### src/rtl/dp_share_sequencer.sv
// Round-robin sequencer sharing one register-file/ALU datapath between two requesters.
// Runs a fixed read-A / read-B / execute / write-back / ack micro-sequence per grant.
module dp_share_sequencer #(
    parameter int SEL_W = 3
) (
    input  logic             clk,
    input  logic             rst_n,
    input  logic             req0,
    input  logic [SEL_W-1:0] src_a0,
    input  logic [SEL_W-1:0] src_b0,
    input  logic [SEL_W-1:0] dst0,
    input  logic             fn0,
    input  logic             req1,
    input  logic [SEL_W-1:0] src_a1,
    input  logic [SEL_W-1:0] src_b1,
    input  logic [SEL_W-1:0] dst1,
    input  logic             fn1,
    output logic             ack0,
    output logic             ack1,
    output logic             busy,
    output logic             gnt_id,
    output logic             l1,
    output logic             l4,
    output logic             l2,
    output logic             l3,
    output logic             r,
    output logic             w,
    output logic             f,
    output logic [SEL_W-1:0] s1,
    output logic [SEL_W-1:0] s2
);

    typedef enum logic [2:0] {IDLE, LD_A, LD_B, EXEC, WB, ACK} state_t;

    state_t           state, state_nxt;
    logic             last_gnt;
    logic             gnt_q;
    logic [SEL_W-1:0] src_a_q, src_b_q, dst_q;
    logic             fn_q;
    logic             any_req;
    logic             winner;

    // On a tie the requester that did not win last time takes the datapath.
    always_comb begin
        any_req = req0 | req1;
        winner  = (req0 && req1) ? ~last_gnt : req1;
    end

    always_comb begin
        state_nxt = state;
        case (state)
            IDLE:    if (any_req) state_nxt = LD_A;
            LD_A:    state_nxt = LD_B;
            LD_B:    state_nxt = EXEC;
            EXEC:    state_nxt = WB;
            WB:      state_nxt = ACK;
            ACK:     state_nxt = IDLE;
            default: state_nxt = IDLE;
        endcase
    end

    // NOTE: sequential state uses non-blocking assignments so every register
    // samples pre-edge values regardless of statement order.
    always_ff @(posedge clk or negedge rst_n) begin
        if (!rst_n) begin
            state    <= IDLE;
            last_gnt <= 1'b1;
            gnt_q    <= 1'b0;
            src_a_q  <= '0;
            src_b_q  <= '0;
            dst_q    <= '0;
            fn_q     <= 1'b0;
        end else begin
            state <= state_nxt;
            if (state == IDLE && any_req) begin
                gnt_q   <= winner;
                src_a_q <= winner ? src_a1 : src_a0;
                src_b_q <= winner ? src_b1 : src_b0;
                dst_q   <= winner ? dst1   : dst0;
                fn_q    <= winner ? fn1    : fn0;
            end
            if (state == ACK) last_gnt <= gnt_q;
        end
    end

    // Moore decode: outputs depend only on state and the latched operands.
    // NOTE: every output gets a default first so no path through the case infers a latch.
    always_comb begin
        ack0   = 1'b0;
        ack1   = 1'b0;
        busy   = (state != IDLE);
        gnt_id = gnt_q;
        l1     = 1'b0;
        l4     = 1'b0;
        l2     = 1'b0;
        l3     = 1'b0;
        r      = 1'b0;
        w      = 1'b0;
        f      = 1'b0;
        s1     = '0;
        s2     = '0;
        case (state)
            LD_A: begin
                r  = 1'b1;
                l1 = 1'b1;
                s1 = src_a_q;
            end
            LD_B: begin
                r  = 1'b1;
                l4 = 1'b1;
                s1 = src_b_q;
            end
            EXEC: begin
                l2 = 1'b1;
                f  = fn_q;
            end
            WB: begin
                w  = 1'b1;
                l3 = 1'b1;
                s2 = dst_q;
            end
            ACK: begin
                ack0 = ~gnt_q;
                ack1 = gnt_q;
            end
            default: ;
        endcase
    end

endmodule

### config.mk
export PLATFORM = sky130hd
export DESIGN_NAME = dp_share_sequencer
export DESIGN_NICKNAME = d
export VERILOG_FILES = /design/src/rtl/dp_share_sequencer.sv
export SDC_FILE = /design/constraint.sdc
export NUM_CORES = 1
export LEC_CHECK = 0
export ABC_AREA = 0
export CAP_MARGIN = 15
export CORE_ASPECT_RATIO = 1.4
export CORE_UTILIZATION = 40
export CTS_CLUSTER_DIAMETER = 30
export CTS_CLUSTER_SIZE = 25
export DETAILED_ROUTE_END_ITERATION = 10
export GPL_TIMING_DRIVEN = 0
export HOLD_SLACK_MARGIN = 0.15
export PLACE_DENSITY = 0.78
export SETUP_SLACK_MARGIN = 0.05
export SKIP_CTS_REPAIR_TIMING = 1
export SYNTH_ARGS = -nofsm -noshare
export SYNTH_HDL_FRONTEND = slang
export SYNTH_SLANG_ARGS = --single-unit
### constraint.sdc
create_clock -name clk -period 2.3 [get_ports clk]
set_input_delay 0.23 -clock clk [delete_from_list [all_inputs] [get_ports clk]]
set_output_delay 0.23 -clock clk [all_outputs]
set_load 0.01 [all_outputs]
==> metrics.yaml <==
die:
  core_mm2: 0.001949
  die_w_um: 40.46
  num_rows: 19
  start_util: 0.4249
  io_pins: 41
  die_h_um: 55.85
  dieArea_mm2: 0.002259
sta:
  fin_crit_sh: 0.9409
  fin_hold_ws_ns: 0.3418
  setup_tns_ns: 0
  slew_viol_final: 0
  maxSlewHeadroom: 0.5506
  fin_crit_ns: 2.164
  tightest_slew_ns: 0.6720
  rsz0062_at_grt: "yes"
  hold_viol: 0
  fmax_mhz: 462.1
  fin_worst_skew_ns: 0.008118
  setup_viol: 0
clocking:
  path_clk_slew_ns: 0.10
  worstSkewPairLatency_ns: 0.29
  cts.sinks: 15
  cts-htree-levels: 1
  clk_path_buf_depth: 2
  cts_inserted_buffers: 3
  cts_root_buf: "clkbuf_4"
  tritoncts: "yes"
critical_path:
  worst-setup-path-type: "reg -> out"
  rrSetupSlack_ns: 0.77
  cp_max_fo: 6
  start_kind: "flip-flop"
  endpoint_kind: "output pin"
  r2r_end: "dst_q[2]"
  critical_path_required_ns: 2.07
  reg2regPathDepth: 3
  arrival_ns: 1.93
  r2r_start: "state[0]"
logic_synthesis:
  syn_area_um2: 828.3
  synth_fp_nets: 94
  avgSynthCellArea_um2: 11.83
  syn_inst: 70
  ys_warn_count: 0
  ys_seq_area_frac: 0.4547
  synth_cell_types: 27
  synth-seq-cells: 15
grt:
  antenna_found_initial: 0
  grt_pass1_vias: 789
  track_usage: 0.2171
  overflow: 0
  grt_max_degree: 16
  grt_pass1_wl_mm: 3.422
pwr:
  power_mw: 1.600
  seqPwrFrac: 0.309
  power_frac_clock: 0.097
  total_leakage_power_nw: 0.5275
  netSwitchingFraction: 0.3531
  p_switching_mw: 0.5651
  power_density_mw_per_mm2: 1236
  ir_drop_mv: 0.8036
  combPwrFrac: 0.595
  p_int_mw: 1.035
route:
  first_iter_violations: 26
  vias: 750
  via_per_inst: 5.556
  wirelength_mm: 2.140
  drc: 0
  wire_per_inst_um: 15.85
  ant_nets: 0
  firstDrtPassIters: 6
cells_and_area:
  drive_gt1_frac: 0.2895
  antenna_cells: 0
  area_growth_pct: 56.34
  fin_nets: 139
placed_design:
  gp_congestion: 0.7104
  io_buffers: 40
  hpwl_mm: 1.527
worst_hold_path:
  hp-class: "in -> async"
job:
  drv_cap: 0
outcome:
  outcome: "finished, final reports clean"
## through the flow
| step | util | instances | setup slack (ns) | area (µm²) |
|---|---|---|---|---|
| floorplan | - | 70 | 0.8264 | 828.3 |
| global placement | 0.6438 | 131 | 0.3767 | 1255 |
| detailed placement | 0.6438 | 131 | 0.3419 | 1255 |
| CTS | 0.6579 | 135 | 0.01544 | 1282 |
| global route | 0.6643 | 135 | 0.04382 | 1295 |
| finish | 0.6643 | 135 | 0.1360 | 1295 |
## worst max-delay path, stage by stage, from the launching register on
cell,delay (ns)
dfrtp_1,0.49
and2b_2,0.26
nor2b_4,0.15
or2_2,0.27
clkdlybuf4s50_1,0.49
## synthesized netlist by cell type (all sizes together)
cell type / n / area [µm²]
and3: 1 / 6.260
inv: 2 / 7.500
nor2: 2 / 10.01
a21o: 1 / 7.510
nand2b: 1 / 6.260
nor2b: 1 / 13.76
nand3: 2 / 20.02
dfrtp: 14 / 350.3
a211oi: 1 / 7.510
and2b: 1 / 8.760
nand2: 3 / 11.26
o221a: 10 / 112.6
buf: 4 / 37.53
and2: 4 / 25.02
nor3: 1 / 16.27
o21ai: 1 / 5.000
and3b: 1 / 10.01
nor3b: 2 / 20.02
nor4: 1 / 6.260
a22o: 3 / 26.28
o21bai: 10 / 75.07
dfstp: 1 / 26.28
or2: 3 / 18.77
## worst max path at each step
stage / from / to / slack (ns) / depth (start not counted)
after global placement: state[2] / s2[1] / 0.38 / 4
after floorplan: state[2] / s2[0] / 0.83 / 3
after global routing: state[0] / s1[0] / 0.04 / 4
final: state[0] / r / 0.14 / 4
after CTS: state[1] / s2[2] / 0.02 / 3
after detailed placement: state[2] / s2[2] / 0.34 / 4
## power by group through the flow
stage | Combinational (mW) | Sequential [mW] | Clock (mW)
detailed placement | 0.938 | 0.488 | 0
CTS | 0.946 | 0.483 | 0.158
global placement | 0.920 | 0.481 | 0
global route | 1.02 | 0.515 | 0.168
floorplan | 0.570 | 0.470 | 0
finish | 0.952 | 0.494 | 0.155
## placed cells by master (no fill, tap or decap)
master            n
a211oi_1          1
and3_1            1
o221a_2          10
a21o_1            1
clkinv_2          1
buf_6             2
inv_1             1
nor3b_2           1
and3b_2           1
o21ai_0           1
o21bai_1         10
dfrtp_1          13
a22o_1            3
nand2_1           3
buf_4             2
nor4_1            1
nor2_1            1
nor3_4            1
and2_1            4
clkdlybuf4s50_1  40
and2b_2           1
nor3b_4           1
dfrtp_2           1
dfstp_2           1
or2_2             3
nand2b_1          1
nor2b_4           1
nor2_2            1
nand3_2           2
clkbuf_4          3
inv_2             1
## registers in the layout, indices dropped and copies added, names as in the netlist
register,flops
dst_q,3
fn_q,1
gnt_id,1
last_gnt,1
src_a_q,3
src_b_q,3
state,3
## final cells by class
| class | instances | area [µm²] |
|---|---|---|
| repair buffers | 40 | 400.4 |
| well taps | 21 | 26.28 |
| clock buffers | 3 | 22.52 |
| multi-input cells | 49 | 417.9 |
| flip-flops and latches | 15 | 377.9 |
| clock inverters | 1 | 5.005 |
| fillers | 169 | 654.4 |
| plain buffers | 4 | 37.54 |
| inverters | 2 | 7.507 |
## layer usage
| layer | global-route usage | wire, µm | vias to the layer above |
|---|---|---|---|
| li1 | - | - | 351 |
| met1 | 0.2447 | 885 | 375 |
| met2 | 0.3787 | 1173 | 20 |
| met3 | 0.02400 | 52 | 4 |
| met4 | 0.09048 | 28 | 0 |
| met5 | 0 | 0 | - |
## kinds of logic (layout without fill, tap and decap cells)
logic type             count (synthesis)  in the layout  share of synthesized area
and+or+nand+nor                       23             23                     0.2085
buffers and inverters                  6             50                    0.05436
AOI/OAI and AO/OA                     26             26                     0.2825
DFF                                   15             15                     0.4547
No activity file was read; power rests on OpenSTA's default activity.
